$ cat src/rtl/screen_fader_pkg.sv
`default_nettype none
// ============================================================================
// Module      : screen_fader_pkg
// Description : Shared constants and types for the screen fader stage.
// Revision    : 1.0 - initial release
// ============================================================================
package screen_fader_pkg;

    // Full-brightness level; levels run 0 (dark) .. FADE_LEVEL_MAX (unchanged).
    localparam int unsigned FADE_LEVEL_MAX = 16;

    typedef enum logic [1:0] {
        IDLE     = 2'd0,
        FADE_OUT = 2'd1,
        BLACK    = 2'd2,
        FADE_IN  = 2'd3
    } fade_state_t;

endpackage : screen_fader_pkg
`default_nettype wire

$ cat src/rtl/screen_fader_if.sv
`default_nettype none
// ============================================================================
// Module      : game_if
// Description : Video timing plus 12-bit RGB stream passed between screen
//               stages. "out" is the driving side, "in" the consuming side.
// Revision    : 1.0 - initial release
// ============================================================================
interface game_if;

    logic [10:0] hcount;
    logic [10:0] vcount;
    logic        hsync;
    logic        vsync;
    logic        hblnk;
    logic        vblnk;
    logic [11:0] rgb;

    modport in (
        input hcount, vcount, hsync, vsync, hblnk, vblnk, rgb
    );

    modport out (
        output hcount, vcount, hsync, vsync, hblnk, vblnk, rgb
    );

endinterface : game_if
`default_nettype wire

$ cat src/rtl/screen_fader_scale.sv
`default_nettype none
// ============================================================================
// Module      : fade_scale
// Description : Combinational brightness scaler for one 4-bit colour channel.
//               Default build fades toward black: c * level >> 4.
//               With SCREEN_FADER_WHITE_EN defined it fades toward white:
//               c + ((15 - c) * (16 - level) >> 4).
// Revision    : 1.0 - initial release
// ============================================================================
module fade_scale
    import screen_fader_pkg::*;
(
    input  wire logic [3:0] ch_i,
    input  wire logic [4:0] level_i,
    output logic      [3:0] ch_o
);

`ifdef SCREEN_FADER_WHITE_EN
    logic [3:0] w_headroom;
    logic [4:0] w_inv_level;
    logic [8:0] w_prod;

    // Distance to full white, scaled by how far the fade has progressed.
    always_comb begin
        w_headroom  = 4'hF - ch_i;
        w_inv_level = 5'(FADE_LEVEL_MAX) - level_i;
        w_prod      = {5'b0, w_headroom} * {4'b0, w_inv_level};
        ch_o        = ch_i + 4'(w_prod >> 4);
    end
`else
    logic [8:0] w_prod;

    // Level 16 multiplies by 16, so bits [7:4] return the channel unchanged.
    always_comb begin
        w_prod = {5'b0, ch_i} * {4'b0, level_i};
        ch_o   = 4'(w_prod >> 4);
    end
`endif

endmodule : fade_scale
`default_nettype wire

$ cat src/rtl/screen_fader.sv
`default_nettype none
// ============================================================================
// Module      : screen_fader
// Description : Final video stage. Registers the game_if stream by one clock
//               and applies a per-frame brightness ramp for screen changes:
//               fade_req fades out, BLACK holds while the screen is swapped,
//               screen_ready fades back in. RGB is zero during blanking.
//               Optional macro: SCREEN_FADER_WHITE_EN (fade toward white).
// Revision    : 1.0 - initial release
// ============================================================================
module screen_fader
    import screen_fader_pkg::*;
#(
    parameter int unsigned STEP_FRAMES = 2
) (
    input  wire logic clk,
    input  wire logic rst,
    game_if.in        in,
    game_if.out       out,
    input  wire logic fade_req,
    input  wire logic screen_ready,
    output logic      black,
    output logic      busy
);

    localparam logic [7:0] C_CNT_LAST  = 8'(STEP_FRAMES - 1);
    localparam logic [4:0] C_LEVEL_MAX = 5'(FADE_LEVEL_MAX);

    fade_state_t state_q, state_d;
    logic [4:0]  level_q, level_d;
    logic [7:0]  frame_cnt_q, frame_cnt_d;
    logic        vblnk_prev_q;

    logic        w_tick;
    logic        w_step;
    logic        w_blank;
    logic [11:0] w_rgb_scaled;

    assign w_tick  = in.vblnk & ~vblnk_prev_q;
    assign w_step  = w_tick && (frame_cnt_q == C_CNT_LAST);
    assign w_blank = in.hblnk | in.vblnk;

    assign black = (state_q == BLACK);
    assign busy  = (state_q != IDLE);

    // Edge detector for the start of vertical blanking; reset high so the
    // first cycle out of reset never produces a tick.
    always_ff @(posedge clk) begin
        if (rst) begin
            vblnk_prev_q <= 1'b1;
        end else begin
            vblnk_prev_q <= in.vblnk;
        end
    end

    // FSM, level and frame counter registers.
    always_ff @(posedge clk) begin
        if (rst) begin
            state_q     <= IDLE;
            level_q     <= C_LEVEL_MAX;
            frame_cnt_q <= 8'd0;
        end else begin
            state_q     <= state_d;
            level_q     <= level_d;
            frame_cnt_q <= frame_cnt_d;
        end
    end

    // Next-state logic. A state change always clears the frame counter,
    // even if a tick arrives on the same cycle.
    always_comb begin
        state_d     = state_q;
        level_d     = level_q;
        frame_cnt_d = frame_cnt_q;

        unique case (state_q)
            IDLE: begin
                level_d = C_LEVEL_MAX;
                if (fade_req) begin
                    state_d     = FADE_OUT;
                    frame_cnt_d = 8'd0;
                end
            end

            FADE_OUT: begin
                if (w_step) begin
                    frame_cnt_d = 8'd0;
                    level_d     = level_q - 5'd1;
                    if (level_q == 5'd1) begin
                        state_d = BLACK;
                    end
                end else if (w_tick) begin
                    frame_cnt_d = frame_cnt_q + 8'd1;
                end
            end

            BLACK: begin
                level_d = 5'd0;
                if (screen_ready) begin
                    state_d     = FADE_IN;
                    frame_cnt_d = 8'd0;
                end
            end

            FADE_IN: begin
                if (w_step) begin
                    frame_cnt_d = 8'd0;
                    level_d     = level_q + 5'd1;
                    if (level_q == C_LEVEL_MAX - 5'd1) begin
                        state_d = IDLE;
                    end
                end else if (w_tick) begin
                    frame_cnt_d = frame_cnt_q + 8'd1;
                end
            end

            default: begin
                state_d     = IDLE;
                level_d     = C_LEVEL_MAX;
                frame_cnt_d = 8'd0;
            end
        endcase
    end

    // One scaler per colour channel: [11:8] R, [7:4] G, [3:0] B.
    for (genvar g = 0; g < 3; g++) begin : g_chan
        fade_scale u_scale (
            .ch_i    (in.rgb[4*g +: 4]),
            .level_i (level_q),
            .ch_o    (w_rgb_scaled[4*g +: 4])
        );
    end

    // Output register: timing delayed one clock, RGB scaled and blanked.
    always_ff @(posedge clk) begin
        if (rst) begin
            out.hcount <= 11'd0;
            out.vcount <= 11'd0;
            out.hsync  <= 1'b0;
            out.vsync  <= 1'b0;
            out.hblnk  <= 1'b0;
            out.vblnk  <= 1'b0;
            out.rgb    <= 12'd0;
        end else begin
            out.hcount <= in.hcount;
            out.vcount <= in.vcount;
            out.hsync  <= in.hsync;
            out.vsync  <= in.vsync;
            out.hblnk  <= in.hblnk;
            out.vblnk  <= in.vblnk;
            out.rgb    <= w_blank ? 12'd0 : w_rgb_scaled;
        end
    end

endmodule : screen_fader
`default_nettype wire

$ cat src/flat_wrapper.sv
// flat-port wrapper written by rule: the top's interface ports become plain ports
module screen_fader_flat import screen_fader_pkg::*;
#(
    parameter int unsigned STEP_FRAMES = 2
)
  (clk, rst, fade_req, screen_ready, black, busy, in_hcount, in_vcount, in_hsync, in_vsync, in_hblnk, in_vblnk, in_rgb, out_hcount, out_vcount, out_hsync, out_vsync, out_hblnk, out_vblnk, out_rgb);
  game_if in_i ();
  game_if out_i ();
  input  wire logic clk;
  input  wire logic rst;
  input  wire logic fade_req;
  input  wire logic screen_ready;
  output logic black;
  output logic busy;
  input wire logic [$bits(in_i.hcount)-1:0] in_hcount;
  input wire logic [$bits(in_i.vcount)-1:0] in_vcount;
  input wire logic [$bits(in_i.hsync)-1:0] in_hsync;
  input wire logic [$bits(in_i.vsync)-1:0] in_vsync;
  input wire logic [$bits(in_i.hblnk)-1:0] in_hblnk;
  input wire logic [$bits(in_i.vblnk)-1:0] in_vblnk;
  input wire logic [$bits(in_i.rgb)-1:0] in_rgb;
  output wire logic [$bits(out_i.hcount)-1:0] out_hcount;
  output wire logic [$bits(out_i.vcount)-1:0] out_vcount;
  output wire logic [$bits(out_i.hsync)-1:0] out_hsync;
  output wire logic [$bits(out_i.vsync)-1:0] out_vsync;
  output wire logic [$bits(out_i.hblnk)-1:0] out_hblnk;
  output wire logic [$bits(out_i.vblnk)-1:0] out_vblnk;
  output wire logic [$bits(out_i.rgb)-1:0] out_rgb;
  assign in_i.hcount = in_hcount;
  assign in_i.vcount = in_vcount;
  assign in_i.hsync = in_hsync;
  assign in_i.vsync = in_vsync;
  assign in_i.hblnk = in_hblnk;
  assign in_i.vblnk = in_vblnk;
  assign in_i.rgb = in_rgb;
  assign out_hcount = out_i.hcount;
  assign out_vcount = out_i.vcount;
  assign out_hsync = out_i.hsync;
  assign out_vsync = out_i.vsync;
  assign out_hblnk = out_i.hblnk;
  assign out_vblnk = out_i.vblnk;
  assign out_rgb = out_i.rgb;
  screen_fader #(.STEP_FRAMES(STEP_FRAMES)) u_core (.clk(clk), .rst(rst), .in(in_i), .out(out_i), .fade_req(fade_req), .screen_ready(screen_ready), .black(black), .busy(busy));
endmodule
$ cat config.mk
export PLATFORM = sky130hd
export DESIGN_NAME = screen_fader_flat
export DESIGN_NICKNAME = d
export VERILOG_FILES = /design/src/rtl/screen_fader_pkg.sv /design/src/rtl/screen_fader_if.sv /design/src/rtl/screen_fader_scale.sv /design/src/rtl/screen_fader.sv /design/src/flat_wrapper.sv
export SDC_FILE = /design/constraint.sdc
export NUM_CORES = 1
export LEC_CHECK = 0
export CAP_MARGIN = 25
export CORE_MARGIN = 4
export CORE_UTILIZATION = 40
export CTS_BUF_LIST = sky130_fd_sc_hd__clkbuf_8
export DETAILED_ROUTE_END_ITERATION = 10
export PLACE_DENSITY = 0.73
export SLEW_MARGIN = 20
export SYNTH_ARGS = -nofsm -noshare
export SYNTH_HDL_FRONTEND = slang
export SYNTH_HIERARCHICAL = 1
export SYNTH_SLANG_ARGS = --single-unit
$ cat constraint.sdc
create_clock -name clk -period 3.52 [get_ports clk]
set_clock_uncertainty 0.1 [all_clocks]
set_input_delay 0.704 -clock clk [delete_from_list [all_inputs] [get_ports clk]]
set_output_delay 0.704 -clock clk [all_outputs]
set_load 0.005 [all_outputs]
After elaboration in Yosys (flattened, before gate mapping):

Index checks and enable logic that the tools add are counted.
Widths: inputs -> output; s select.

* bits in registers: 54
* input port bits: 42
* word-level logic and storage cells: 56

* add/sub/neg operators: 3
* $mul: 3
* equal/unequal tests: 13
* mux-type cells: 15
* bitwise logic cells: 3
* reductions and logical operators: 8

Operators with widths (number)
* $mux 8: 4
* $mul 4x5->8: 3
* $pmux 8 s3: 1
* $pmux 5 s4: 1
* $mux 2: 6
* $mux 5: 2
* $add 8x1->8 const B: 1
* $eq 8x1->1 const B: 1
* $ne 2x1->1 const B: 4
* $pmux 2 s4: 1
* $reduce_and 6->1: 1
* $add 5x1->5 const B: 1
* $eq 5x1->1 const B: 1
* $eq 5x4->1 const B: 1
* $sub 5x1->5 const B: 1
* $eq 2x2->1 const B: 2
* $ne 2x2->1 const B: 2
* $reduce_or 2->1: 2
* $ne 3x1->1 const B: 1
* $reduce_and 3->1: 1
* $eq 2x1->1 const B: 1
* $logic_not 2->1: 1
* $reduce_and 2->1: 1
* $reduce_bool 2->1: 1
* 4 further kinds: 4

Logic depth before layout (Yosys ltp):

* depth in word-level cells: 5
* mapped depth: 11
* depth with buffers taken out: 11

Cells and area by module:

The synthesis kept the hierarchy.

By module, submodules not included
* screen_fader: times used 1, cells an instance 202, area an instance 2067.0 µm², seq. area each 1081.0 µm²
* fade_scale: times used 3, cells an instance 55, area an instance 470.5 µm², seq. area each 0.0 µm²

Least setup slack after synthesis:

Ideal clock, no wire load.

* path kind: in2reg
* start point: input port in_rgb[11]
* end point: register u_core.out.rgb[11]
* library setup time: 0.115 ns
* arrival: 2.918 ns
* data required time: 3.305 ns
* path slack: 0.387 ns
* cell stages on the path: 11
* cell sequence: and2_1 > fa_1 > inv_1 > fa_1 > inv_1 > ha_1 > a21oi_1 > o21ai_0 > a41oi_1 > xnor2_1 > and2_1

* longest elaborated chain between the ends: 1

RTL lines
* from (decl): line flat_wrapper.sv:21 `input wire logic [$bits(in_i.rgb)-1:0] in_rgb;`
* $mul 4x5->8: line screen_fader_scale.sv:35 `w_prod = {5'b0, ch_i} * {4'b0, level_i};`
* named net u_core.w_rgb_scaled[11]: line screen_fader.sv:37 `logic [11:0] w_rgb_scaled;`
* to (signal assigned): line screen_fader.sv:151 `out.rgb <= w_blank ? 12'd0 : w_rgb_scaled;`
* to (decl): line screen_fader_if.sv:23 `output hcount, vcount, hsync, vsync, hblnk, vblnk, rgb`

The timed path passes the listed nets, and every way through them passes these cells.
A chain may end at the register's enable or synchronous reset.

Worst setup path in the final report:

Ends and elaborated chain as after synthesis.

==> impl_metrics.csv <==
group,metric,value,unit
synthesis,ys_ff_latch,54,
worst_setup_path,cp_data_arrival_time,3.45,ns
synthesis,syn_nets,462,
cts,cts_num_sinks,54,
place,io_buffers,81,
grt,grt_max_degree,33,
cts,root_buffer,"clkbuf_8",
place,placed_area,0.00446,sq mm
floorplan,start_util,41.7,%
cts,post_cts_resized,0,
finish,layout.nets,552,
place,pre_cts_ws,-0.151,ns
synthesis,async_reset_ff_share,0,%
worst_hold_path,hold_path_class,"reg2reg",
route,firstDrtPassIters,4,
synthesis,synth-compound-area-share,12.2,%
cts,htreeDepth,2,
finish,utilization,54.7,%
cts,clockBufferDepth,2,
cts,cts.clk_slew.worst_paths,0.11,ns
floorplan,ios,82,
worst_setup_path,crit_required,3.64,ns
flow_run,cap_violations,0,
synthesis,syn_area,0.00348,sq mm
floorplan,die_area,0.0103,sq mm
synthesis,avgSynthCellArea,9.48,sq um
sta,hold_viol,0,
floorplan,die-width,101,microns
synthesis,synth_cell_types,47,
finish,final_common_cell,"clkdlybuf4s50_1",
synthesis,ys_seq_area_share,31.1,%
sta,setup_viol,0,
worst_setup_path,crit_chain,"clkdlybuf4s50_1 -> and2_1 -> fa_1 -> inv_1 -> fa_1 -> inv_1 -> ha_1 -> a21oi_1 -> o21ai_0 -> a41oi_1 -> xnor2_1 -> and2_1",
place,hpwlAfterDp,5790,microns
finish,final_cell_mix,"81 x clkdlybuf4s50_1, 54 x dfxtp_1, 40 x and2_1",
floorplan,placeableCoreArea,0.00834,sq mm
route,wl_per_cell,13.1,microns
synthesis,synth-xor-area-share,4.78,%
floorplan,row_count,33,
sta,period_needed,3.34,ns
sta,relSlewSlack,54.0,%
route,drt_iter0_drc,112,
finish,drive_gt1_share,10.0,%
sta,worst_pin_slew,0.690,ns
floorplan,die_height,101,microns
route,viasPerCell,4.82,
route,via_count,2712,
worst_setup_path,start_kind,"primary input",
grt,antenna_found_initial,0,
cts,cts_setup_buffers,0,
grt,grt_overflow_total,0,
sta,fmax,300,MHz
worst_setup_path,slowest_delay,0.53,ns
grt,grt_pass1_wl,12000,microns
synthesis,synthAdderAreaFrac,22.3,%
synthesis,synthMuxAreaShare,0.899,%
synthesis,syn-instance-count,367,
cts,clk_latency,0.31,ns
grt,grt_usage,14.5,%
cts,cts_tree,"yes",
power,totalPowerFinal,1870,uW
place,routabilityCongestion,0.873,
synthesis,synthSimpleGateAreaFrac,24.6,%
sta,finalSetupTns,0,ns
route,ant_nets,0,
synthesis,synth_top_cell_area_share,31.1,%
sta,period_share,94.8,%
synthesis,synth_top_family_by_area,"simple AND/OR/NAND/NOR gates",
synthesis,synth.area.top_cells,"dfxtp_1 31%, ha_1 14%, fa_1 8.6%",
finish,areaGrowthSynthToFinish,31.1,%
sta,fin_ws,0.183,ns
power,ir_drop,0.166,mV
finish,post-route-cell-area,0.00456,sq mm
grt,grt_pass1_vias,2609,
synthesis,synth_top_area_cell,"dfxtp_1",
worst_setup_path,cp-end-kind,"register",
sta,slew_violations,0,
finish,diodes,0,
cts,cts_hold_buffers,0,
synthesis,ys_warn_count,6,
worst_setup_path,path_max_fanout,5,
cts,cts_inserted_buffers,5,
worst_setup_path,critPathKind,"in2reg",
synthesis,synth_ff_type,"dfxtp_1",
sta,rsz0062_at_grt,"no",
worst_setup_path,cp_slowest_cell,"fa_1",
route,drt_wl_total,7400,microns
route,drcViolationCount,0,
status,outcome,"complete, no violations",
power,p_per_area,410,mW/mm^2
synthesis,synth_edf_count,0,
power,power.leakage,0.00200,uW
[routing by layer]
metal	track usage, %	up-vias	share of wire [%]
met4	4.60	0	1.2
met5	0	-	0
met1	18.6	1238	44
met2	25.1	63	50
met3	2.27	5	4.6
li1	-	1406	-
[worst paths after layout]
kind	from	end	slack, ns	depth (start not counted)
worst min-delay path	u_core/frame_cnt_q[4]$_SDFFE_PP0P_	u_core/frame_cnt_q[4]$_SDFFE_PP0P_	0.43	2
worst max register to register	u_core/level_q[1]$_SDFFE_PP0P_	u_core/out.rgb[9]$_SDFF_PP0_	0.45	10
worst min register to register	u_core/frame_cnt_q[4]$_SDFFE_PP0P_	u_core/frame_cnt_q[4]$_SDFFE_PP0P_	0.43	2
worst max-delay path	in_rgb[11]	u_core/out.rgb[11]$_SDFF_PP0_	0.18	12
[worst max-delay path, delay by kind of cell]
family | cells | cell delay, ns
buf+inv | 3 | 0.56
simple gates | 2 | 0.32
compound gates | 3 | 0.42
fa+ha+maj | 3 | 1.34
xor+xnor | 1 | 0.10
[kinds of logic after synthesis]
family                     Yosys count
and+or+nand+nor                    144
AOI/OAI and AO/OA                   57
DFF                                 54
adders and majority gates           53
buffers and inverters               37
xor gates and xnor gates            19
muxes                                3
[synthesized netlist by cell type (3+ instances only)]
cell type,number
and2_2,6
nand2_1,34
dfxtp_1,54
nor2b_1,26
xor2_1,10
o21bai_2,3
nor2_1,8
a41oi_1,3
and2_1,40
o31ai_1,5
or4_1,6
o21ba_4,3
nand3_1,5
inv_1,29
o21ai_0,9
fa_1,15
nand4_2,3
ha_1,38
a21oi_1,21
xnor2_1,9
clkbuf_1,6
o21ai_2,3
[per-stage QoR]
| stage | hold slack [ns] | instances |
|---|---|---|
| floorplan | 0.368 | 367 |
| global placement | 0.390 | 555 |
| detailed placement | 0.411 | 555 |
| CTS | 0.436 | 563 |
| global route | 0.467 | 563 |
| finish | 0.431 | 563 |
[cell type report]
cell class                 count  area [sq um]
fill                         768          3780
multi-input combinational    276          2260
inverter                      29           109
tap                          105           131
sequential                    54          1080
clock buffer                   5          68.8
timing repair buffer          91           886
clock inverter                 3          28.8
[where the power goes]
| group | switching (uW) | total, uW | leakage (uW) | internal, uW |
|---|---|---|---|---|
| clock network | 225 | 374 | 0.0000506 | 149 |
| registers | 66.6 | 730 | 0.000444 | 663 |
| logic | 390 | 764 | 0.00151 | 374 |
| total | 681 | 1870 | 0.00200 | 1190 |
[state kept, by name, summed over array words and instances (netlist names)]
signal               flops
u_core/frame_cnt_q       8
u_core/out.hsync         1
u_core/out.vcount       11
u_core/vblnk_prev_q      1
u_core/state_q           2
u_core/out.hblnk         1
u_core/out.rgb          12
u_core/level_q           5
u_core/out.vsync         1
u_core/out.vblnk         1
u_core/out.hcount       11
No activity file was read; power rests on OpenSTA's default activity.
